## src/rtl/taxi_eth_mac_swap.sv

```systemverilog
// taxi_eth_mac_swap: 8-bit AXI4-Stream stage that swaps the Ethernet destination
// and source MAC addresses of every frame. Frames that end before the 12-byte
// address header is complete are dropped and counted as runts.
module taxi_eth_mac_swap #(
  parameter int CNT_W = 32
) (
  input  logic             clk,
  input  logic             rst,
  // upstream (MAC RX FIFO output); tkeep is not used on an 8-bit bus
  input  logic [7:0]       s_axis_tdata_i,
  input  logic             s_axis_tvalid_i,
  output logic             s_axis_tready_o,
  input  logic             s_axis_tlast_i,
  input  logic             s_axis_tuser_i,
  input  logic [7:0]       s_axis_tid_i,
  // downstream (MAC TX input)
  output logic [7:0]       m_axis_tdata_o,
  output logic             m_axis_tkeep_o,
  output logic             m_axis_tvalid_o,
  input  logic             m_axis_tready_i,
  output logic             m_axis_tlast_o,
  output logic             m_axis_tuser_o,
  output logic [7:0]       m_axis_tid_o,
  // control / status
  input  logic             cfg_enable_i,
  output logic [CNT_W-1:0] stat_frame_cnt_o,
  output logic [CNT_W-1:0] stat_runt_cnt_o
);

  typedef enum logic [1:0] {
    ST_HDR,   // collecting the 12 address bytes
    ST_EMIT,  // replaying the buffered header, possibly swapped
    ST_PASS   // forwarding the rest of the frame byte for byte
  } state_e;

  state_e           state_q, state_d;
  logic [3:0]       cnt_q, cnt_d;
  logic [3:0]       ecnt_q, ecnt_d;
  logic             swap_q, swap_d;
  logic             hdr_last_q, hdr_last_d;
  logic             hdr_user_q, hdr_user_d;
  logic [7:0]       id_q, id_d;
  logic             rdy_q;
  logic [7:0]       hdr_q [12];

  logic [7:0]       m_tdata_q, m_tdata_d;
  logic             m_tvalid_q, m_tvalid_d;
  logic             m_tlast_q, m_tlast_d;
  logic             m_tuser_q, m_tuser_d;
  logic [7:0]       m_tid_q, m_tid_d;

  logic [CNT_W-1:0] frame_cnt_q;
  logic [CNT_W-1:0] runt_cnt_q;

  logic             load_slot;
  logic             s_hs;
  logic             hdr_we;
  logic             runt_inc;
  logic             frame_inc;
  logic [3:0]       src_idx;

  // The output register may take a new byte when empty or being drained.
  assign load_slot       = !m_tvalid_q || m_axis_tready_i;
  assign s_axis_tready_o = rdy_q && ((state_q == ST_HDR) ||
                                     ((state_q == ST_PASS) && load_slot));
  assign s_hs            = s_axis_tvalid_i && s_axis_tready_o;
  assign frame_inc       = m_tvalid_q && m_axis_tready_i && m_tlast_q;
  // Swapping rotates the 12-byte header by six positions.
  assign src_idx = !swap_q      ? ecnt_q :
                   (ecnt_q < 6) ? ecnt_q + 4'd6 : ecnt_q - 4'd6;

  // Next-state, header capture control and output register loading.
  always_comb begin
    // NOTE: every variable gets a default before the case so no path leaves it unassigned, which would infer a latch.
    state_d    = state_q;
    cnt_d      = cnt_q;
    ecnt_d     = ecnt_q;
    swap_d     = swap_q;
    hdr_last_d = hdr_last_q;
    hdr_user_d = hdr_user_q;
    id_d       = id_q;
    m_tdata_d  = m_tdata_q;
    m_tlast_d  = m_tlast_q;
    m_tuser_d  = m_tuser_q;
    m_tid_d    = m_tid_q;
    m_tvalid_d = m_axis_tready_i ? 1'b0 : m_tvalid_q;
    hdr_we     = 1'b0;
    runt_inc   = 1'b0;

    case (state_q)
      ST_HDR: begin
        if (s_hs) begin
          hdr_we = 1'b1;
          if (cnt_q == 4'd0) begin
            id_d   = s_axis_tid_i;
            swap_d = cfg_enable_i;
          end
          if (cnt_q == 4'd11) begin
            hdr_last_d = s_axis_tlast_i;
            hdr_user_d = s_axis_tuser_i;
            ecnt_d     = 4'd0;
            cnt_d      = 4'd0;
            state_d    = ST_EMIT;
          end else if (s_axis_tlast_i) begin
            runt_inc = 1'b1;
            cnt_d    = 4'd0;
          end else begin
            cnt_d = cnt_q + 4'd1;
          end
        end
      end

      ST_EMIT: begin
        if (load_slot) begin
          m_tvalid_d = 1'b1;
          m_tdata_d  = hdr_q[src_idx];
          m_tid_d    = id_q;
          m_tlast_d  = (ecnt_q == 4'd11) && hdr_last_q;
          m_tuser_d  = (ecnt_q == 4'd11) && hdr_last_q && hdr_user_q;
          if (ecnt_q == 4'd11) begin
            cnt_d   = 4'd0;
            state_d = hdr_last_q ? ST_HDR : ST_PASS;
          end else begin
            ecnt_d = ecnt_q + 4'd1;
          end
        end
      end

      ST_PASS: begin
        if (s_hs) begin
          m_tvalid_d = 1'b1;
          m_tdata_d  = s_axis_tdata_i;
          m_tlast_d  = s_axis_tlast_i;
          m_tuser_d  = s_axis_tuser_i;
          m_tid_d    = s_axis_tid_i;
          if (s_axis_tlast_i) begin
            cnt_d   = 4'd0;
            state_d = ST_HDR;
          end
        end
      end

      default: state_d = ST_HDR;
    endcase
  end

  // Control state, output register and statistics counters.
  always_ff @(posedge clk or posedge rst) begin
    if (rst) begin
      state_q     <= ST_HDR;
      cnt_q       <= '0;
      ecnt_q      <= '0;
      swap_q      <= 1'b0;
      hdr_last_q  <= 1'b0;
      hdr_user_q  <= 1'b0;
      id_q        <= '0;
      rdy_q       <= 1'b0;
      m_tdata_q   <= '0;
      m_tvalid_q  <= 1'b0;
      m_tlast_q   <= 1'b0;
      m_tuser_q   <= 1'b0;
      m_tid_q     <= '0;
      frame_cnt_q <= '0;
      runt_cnt_q  <= '0;
    end else begin
      // NOTE: non-blocking assignments so every register samples the pre-edge values of the others.
      state_q    <= state_d;
      cnt_q      <= cnt_d;
      ecnt_q     <= ecnt_d;
      swap_q     <= swap_d;
      hdr_last_q <= hdr_last_d;
      hdr_user_q <= hdr_user_d;
      id_q       <= id_d;
      rdy_q      <= 1'b1;
      m_tdata_q  <= m_tdata_d;
      m_tvalid_q <= m_tvalid_d;
      m_tlast_q  <= m_tlast_d;
      m_tuser_q  <= m_tuser_d;
      m_tid_q    <= m_tid_d;
      if (frame_inc) frame_cnt_q <= frame_cnt_q + CNT_W'(1);
      if (runt_inc)  runt_cnt_q  <= runt_cnt_q + CNT_W'(1);
    end
  end

  // Header byte buffer, written in arrival order.
  always_ff @(posedge clk) begin
    // NOTE: the buffer has no reset; each entry is written by the current frame before EMIT reads it.
    if (hdr_we) hdr_q[cnt_q] <= s_axis_tdata_i;
  end

  assign m_axis_tdata_o   = m_tdata_q;
  assign m_axis_tkeep_o   = 1'b1;
  assign m_axis_tvalid_o  = m_tvalid_q;
  assign m_axis_tlast_o   = m_tlast_q;
  assign m_axis_tuser_o   = m_tuser_q;
  assign m_axis_tid_o     = m_tid_q;
  assign stat_frame_cnt_o = frame_cnt_q;
  assign stat_runt_cnt_o  = runt_cnt_q;

endmodule

```

## config.mk

```make
export PLATFORM = sky130hd
export DESIGN_NAME = taxi_eth_mac_swap
export DESIGN_NICKNAME = d
export VERILOG_FILES = /design/src/rtl/taxi_eth_mac_swap.sv
export SDC_FILE = /design/constraint.sdc
export NUM_CORES = 1
export LEC_CHECK = 0
export ABC_CLOCK_PERIOD_IN_PS = 4000
export CAP_MARGIN = 30
export CORE_UTILIZATION = 56
export DETAILED_ROUTE_END_ITERATION = 10
export PLACE_DENSITY = 0.8
export SKIP_CTS_REPAIR_TIMING = 1
export SYNTH_ARGS = -nofsm -noshare
export SYNTH_HDL_FRONTEND = slang
export SYNTH_SLANG_ARGS = --single-unit
export TNS_END_PERCENT = 50
```

## constraint.sdc

```tcl
create_clock -name clk -period 4 [get_ports clk]
set_input_delay 0.4 -clock clk [delete_from_list [all_inputs] [get_ports clk]]
set_output_delay 0.4 -clock clk [all_outputs]
set_load 0.02 [all_outputs]
```

==> out/qor.yml, run 1 <==
pwr:
  leakagePower_uw: 0.00427
  ir_worst_vdd_mv: 0.524
  p_per_area_nw_per_um2: 633
setup_path:
  cp_top_family: "buffers and inverters"
  worstPathCellList: "inv_1 > ha_1 > buf_4 > a21oi_1 > nor2b_1 > clkdlybuf4s50_1"
  worst-path-buf-inv: 3
  r2r_start: "state_q[1]$_DFFE_PP0P_"
  worstPathArrival_ns: 2.42
  cp-end-kind: "primary output"
  crit_start: "state_q[0]$_DFFE_PP0P_"
  worst-path-max-fanout: 23
  rrSetupSlack_ns: 1.18
  rr_worst_depth: 7
  cp_slowest_stage_delay_ns: 0.64
  cp-start-kind: "register"
  cp.required_ns: 3.60
  worstReg2RegEnd: "m_axis_tdata_o[7]$_DFFE_PP0P_"
  critPathKind: "reg2out"
  cp.depth: 6
  slowest_stage: "clkdlybuf4s50_1"
routing:
  dr_wl_met3_um: 1080
  vias: 6063
  drc: 0
  highest_layer: "met4"
  wl_per_cell_um: 19.1
  ant_nets: 0
  dr.pass1.iters: 5
  m1WireLength_um: 8560
  wl_um: 19800
  drt_iter0_drc: 515
  route.met2.wl_um: 9660
  via_per_inst: 5.85
clocking:
  cts_sinks: 201
  clk_pin_slew_ns: 0.06
  h-tree-depth: 1
  clock_latency_ns: 0.49
  tritoncts: "yes"
  cts_buffers: 21
  clockBufferDepth: 3
  clockRootBuffer: "clkbuf_16"
yosys:
  synthTopCellsByArea: "edfxtp_1, dfrtp_1, xnor2_1, mux2_2, xor2_1"
  async_reset_ff_share_pct: 52.2
  synthMostInstantiatedCell: "dfrtp_1"
  seq_area_frac_synth_pct: 60.9
  synth_area_leader_cell: "edfxtp_1"
  synth_ff_type: "dfrtp_1"
  syn_area_per_cell_um2: 13.0
  synth_top_area_share_pct: 31.9
  synthesis.area_um2: 9050
  synth_top_cells_by_count: "dfrtp_1, edfxtp_1, nand2_1"
  yosysWarnings: 0
  synth_cell_type_count: 66
  synth_edf_count: 96
  netlist_instances: 696
  ys_ff_latch: 201
status:
  status: "complete, no violations"
finish:
  diodes: 0
  postLayoutCellArea_um2: 10900
  stdcell_count: 1037
  syn_to_final_growth_pct: 20.8
  drive_gt1_share_pct: 11.4
  final_nets: 847
floorplan:
  die_w_um: 129
  die_area_um2: 16700
  initial_core_util_pct: 57.2
  core_um2: 15800
  fp.dieH_um: 129
  rows: 46
  io_pins: 108
min_path:
  hp-class: "in2async"
place:
  pre_cts_slack_ns: 1.13
  port-buffer-count: 106
  place_area_um2: 10300
  post-place-cells: 1004
  place.gp.congestion: 0.889
  dp_hpwl_um: 13400
global_route:
  grt_use_total_pct: 24.2
  antenna_found_initial: 0
  grt_max_degree: 51
  grt_pass1_vias: 5968
  grt_pass1_wl_um: 31200
  grt-ovfl-total: 0
timing:
  fin_crit_ns: 2.82
  period_share_pct: 70.6
  relSlewSlack_pct: 44.2
  layout_setup_ws_ns: 1.18
  hold_viol_final: 0
  finalSetupTns_ns: 0
  rsz0062_at_grt: "no"
  worst_pin_slew_ns: 0.836
  drv_slew: 0
  finalSetupViolCount: 0
  fmax_mhz: 354
  finClkSkew_ns: 0.00591
job:
  max_cap_violations: 0
area by class of cell:
class	count	area, um2
Clock buffer	27	558
Clock inverter	6	77.6
Fill cell	1087	4900
Inverter	20	77.6
Multi-Input combinational cell	453	3310
Sequential cell	201	5510
Tap cell	216	270
Timing Repair Buffer	114	1120
worst reg2reg max path, delay by kind of cell, from the launching register on:
kind            cells  cell delay [ns]
fa+ha+maj           1             0.36
compound gates      3             1.12
simple gates        2             0.76
flops               1             0.40
buf+inv             1             0.11
where the power goes:
part / internal (uW) / switching [uW] / total (uW)
clock: 1100 / 749 / 1850
sequential: 2410 / 281 / 2690
combinational: 1020 / 1350 / 2370
total: 4540 / 2380 / 6910
flip-flops by register name, indices dropped and copies added, names as in the netlist:
name,count
id_q,8
hdr_user_q,1
cnt_q,4
stat_frame_cnt_o,32
state_q,2
swap_q,1
rdy_q,1
m_axis_tid_o,8
stat_runt_cnt_o,32
m_axis_tvalid_o,1
m_axis_tdata_o,8
m_axis_tlast_o,1
m_axis_tuser_o,1
ecnt_q,4
hdr_last_q,1
hdr_q,96
per-stage QoR:
step | hold WS, ns | utilization (%) | total power [uW]
global placement | 0.454 | 65.0 | 4950
detailed placement | 0.465 | 65.0 | 5050
floorplan | 0.472 | - | 4330
CTS | 0.371 | 69.0 | 6910
global route | 0.408 | 69.0 | 7230
finish | 0.359 | 69.0 | 6910
worst max-delay path by stage:
stage,to,slack (ns)
3_3_place_gp,m_axis_tdata_o[7]$_DFFE_PP0P_,1.23
6_report,s_axis_tready_o,1.18
3_5_place_dp,m_axis_tdata_o[7]$_DFFE_PP0P_,1.13
5_1_grt,m_axis_tdata_o[7]$_DFFE_PP0P_,1.05
2_1_floorplan,cnt_q[0]$_DFFE_PP0P_,0.84
4_1_cts,s_axis_tready_o,1.15
placed cells by master, fill, tap and decap left out, types with 16 or more instances in the layout:
cell / n
inv_1: 19
mux2i_1: 17
xor2_1: 29
clkbuf_16: 21
nand3_1: 25
clkdlybuf4s50_1: 106
nor2_1: 47
a21oi_1: 16
dfrtp_1: 105
o21ai_0: 34
nand2_1: 48
mux2_2: 23
nand4_1: 22
edfxtp_1: 96
xnor2_1: 34
routing by layer:
metal,GRT usage [%],vias to the layer above
met1,33.5,3068
met4,8.44,0
met3,3.30,39
met5,0,-
li1,-,2762
met2,39.6,194
kinds of logic (layout without fill, tap and decap cells):
logic type | after synthesis | in the layout | share of synthesized area [%]
buf+inv | 43 | 167 | 2.54
xor+xnor | 64 | 64 | 6.40
other cells | 1 | 2 | 0.0414
flops | 201 | 201 | 60.9
mux | 48 | 48 | 6.73
simple gates | 229 | 229 | 14.4
fa+ha+maj | 13 | 13 | 1.80
compound gates | 97 | 97 | 7.22
(Power assumes the default switching activity.)
==> run 2, diff against run 1 <==
- ABC_CLOCK_PERIOD_IN_PS: 4000 -> 2400
- CORE_UTILIZATION: 56 -> 51
- PLACE_DENSITY: 0.8 -> 0.77
- clock period: 4 -> 2.4 ns (I/O delays scaled with it)
==> out/qor.yml, run 2 (synthesis gave the netlist of run 1 again) <==
setup_path:
  critPathKind: "reg2reg"
  worst-path-max-fanout: 8  # -65%
  slowest_stage: "dfrtp_1"
  worstReg2RegEnd: "m_axis_tdata_o[1]$_DFFE_PP0P_"
  cp.required_ns: 2.77  # -0.83 ns
  crit_path_end: "m_axis_tdata_o[1]$_DFFE_PP0P_"
  rr_worst_depth: 5  # -2
  cp_slowest_stage_delay_ns: 0.64  # about the same
  r2r_start: "ecnt_q[0]$_DFFE_PP0P_"
  cp-end-kind: "register"
  crit_start: "ecnt_q[0]$_DFFE_PP0P_"
  rrSetupSlack_ns: 0.14  # -1.03 ns
  worstPathArrival_ns: 2.63  # +0.21 ns
  worstPathCellList: "buf_12 > mux4_2 > nor4_1 > a211oi_1 > o211a_1"
  cp-start-kind: "register"
floorplan:
  rows: 48  # +4.3%
  core_um2: 17300  # +9.3%
  die_area_um2: 18300  # +9.6%
  initial_core_util_pct: 52.3  # -4.9 points
  io_pins: 108  # unchanged
  die_w_um: 135  # +4.7%
  fp.dieH_um: 135  # +4.7%
place:
  dp_hpwl_um: 14700  # +9.2%
  place.gp.congestion: 0.937  # +5.4%
  port-buffer-count: 106  # unchanged
timing:
  finalSetupViolCount: 0  # unchanged
  finalSetupTns_ns: 0  # unchanged
  hold_viol_final: 0  # unchanged
  relSlewSlack_pct: 56.3  # +12 points
  worst_pin_slew_ns: 0.650  # -0.186 ns
  period_share_pct: 94.0
  fmax_mhz: 443
  fin_crit_ns: 2.26
  rsz0062_at_grt: "no"
  drv_slew: 0  # unchanged
  finClkSkew_ns: 0.0343  # +0.0284 ns
clocking:
  tritoncts: "yes"
  clock_latency_ns: 0.51  # +0.02 ns
  clk_pin_slew_ns: 0.06  # about the same
  h-tree-depth: 1  # unchanged
  cts_buffers: 22  # +4.8%
  clockRootBuffer: "clkbuf_16"
  clockBufferDepth: 3  # unchanged
  cts_sinks: 201  # unchanged
finish:
  diodes: 0  # unchanged
  final_nets: 880  # +3.9%
  drive_gt1_share_pct: 15.7  # +4.2 points
  n_fill_cell: 1264  # +16%
  fin_util_pct: 65.6  # -3.4 points
  largest_reg_flops: 96  # unchanged
  syn_to_final_growth_pct: 25.4
  max_flop_register: "hdr_q"
  final_cell_mix: "dfrtp_1, clkdlybuf4s50_1, edfxtp_1, nand2_1, nor2_1"
routing:
  ant_nets: 0  # unchanged
  via_per_inst: 5.68  # -2.9%
  wl_per_cell_um: 19.2  # +0.77%
  wl_um: 20800  # +5.4%
  drc: 0  # unchanged
  dr.pass1.iters: 5  # unchanged
  vias: 6159  # +1.6%
  drt_iter0_drc: 452  # -12%
pwr:
  clockPowerShare_pct: 27.6  # +0.8 points
  switching_share_pct: 34.2  # -0.16 points
  seqPwrFrac_pct: 36.1  # -2.9 points
  p_per_area_nw_per_um2: 1070  # +70%
  leakagePower_uw: 0.00450  # +5.5%
  p_sw_uw: 4170  # +75%
  p_int_uw: 8010  # +77%
  pwr-share-comb_pct: 36.3  # +2.0 points
  ir_worst_vdd_mv: 0.876  # +67%
status:
  status: "complete, no violations"
global_route:
  grt_use_total_pct: 23.2  # -0.98 points
  grt-ovfl-total: 0  # unchanged
  antenna_found_initial: 0  # unchanged
  grt_pass1_wl_um: 32900  # +5.7%
  grt_pass1_vias: 6302  # +5.6%
  grt_max_degree: 74  # +45%
min_path:
  hp-class: "in2async"
job:
  max_cap_violations: 0  # unchanged
[run 2: cell types whose count changed in the layout (fill, tap and decap cells not counted), sizes merged]
| cell | before | now |
|---|---|---|
| buf | 8 | 40 |
| bufinv | 2 | 3 |
| clkbuf | 27 | 25 |
| clkdlybuf4s50 | 106 | 105 |
| clkinv | 4 | 11 |
| clkinvlp | 0 | 2 |
| dlymetal6s2s | 0 | 1 |
| inv | 20 | 19 |
[run 2: worst min path at each step]
stage / to / cells after the start / slack, ns
6_report: stat_runt_cnt_o[18]$_DFFE_PP0P_ / 3 / 0.22
5_1_grt: stat_runt_cnt_o[4]$_DFFE_PP0P_ / 3 / 0.26
4_1_cts: swap_q$_DFFE_PP0P_ / 3 / 0.23
3_5_place_dp: stat_frame_cnt_o[31]$_DFFE_PP0P_ / 1 / 0.47
3_3_place_gp: stat_frame_cnt_o[31]$_DFFE_PP0P_ / 1 / 0.46
2_1_floorplan: hdr_q[0][0]$_DFFE_PP_ / 0 / 0.34
[run 2: power groups by stage]
| stage | logic, uW | registers [uW] | clock network [uW] |
|---|---|---|---|
| 6_report | 4420 | 4400 | 3370 |
| 5_1_grt | 4780 | 4450 | 3530 |
| 4_1_cts | 4420 | 4390 | 3420 |
| 3_5_place_dp | 4390 | 4440 | 0 |
| 3_3_place_gp | 4250 | 4430 | 0 |
| 2_1_floorplan | 2610 | 4610 | 0 |
[run 2: layer usage]
layer	routed length, um	GRT usage [%]
met5	0	0
met3	1330	4.53
met4	592	6.74
met1	8700	31.1
met2	10200	38.5
[run 2: layout make-up]
class	instances	area (um2)	share of cell area, %
Clock buffer	25	562	4.95
Clock inverter	15	163	1.43
Inverter	20	78.8	0.694
Multi-Input combinational cell	453	3320	29.2
Sequential cell	201	5510	48.5
Tap cell	225	282	2.48
Timing Repair Buffer	146	1440	12.7
[run 2: critical path, delay by kind of cell, from the launching register on]
kind                   cells  cell delay [ns]
buffers and inverters      1             0.20
flip-flops                 1             0.64
AO/OA/AOI/OAI              2             0.28
multiplexers               1             0.50
AND/OR/NAND/NOR            1             0.51
[run 2: stage by stage]
step	hold WS (ns)	power [uW]	cell area, um2	worst slack [ns]	cells
after global placement	0.459	8680	10600	0.0995	1045
after detailed placement	0.473	8830	10600	0.0886	1045
after global routing	0.263	12800	11400	0.0184	1085
after CTS	0.228	12200	11300	-0.0758	1085
after floorplan	0.339	7220	9060	0.283	697
final	0.221	12200	11400	0.144	1085
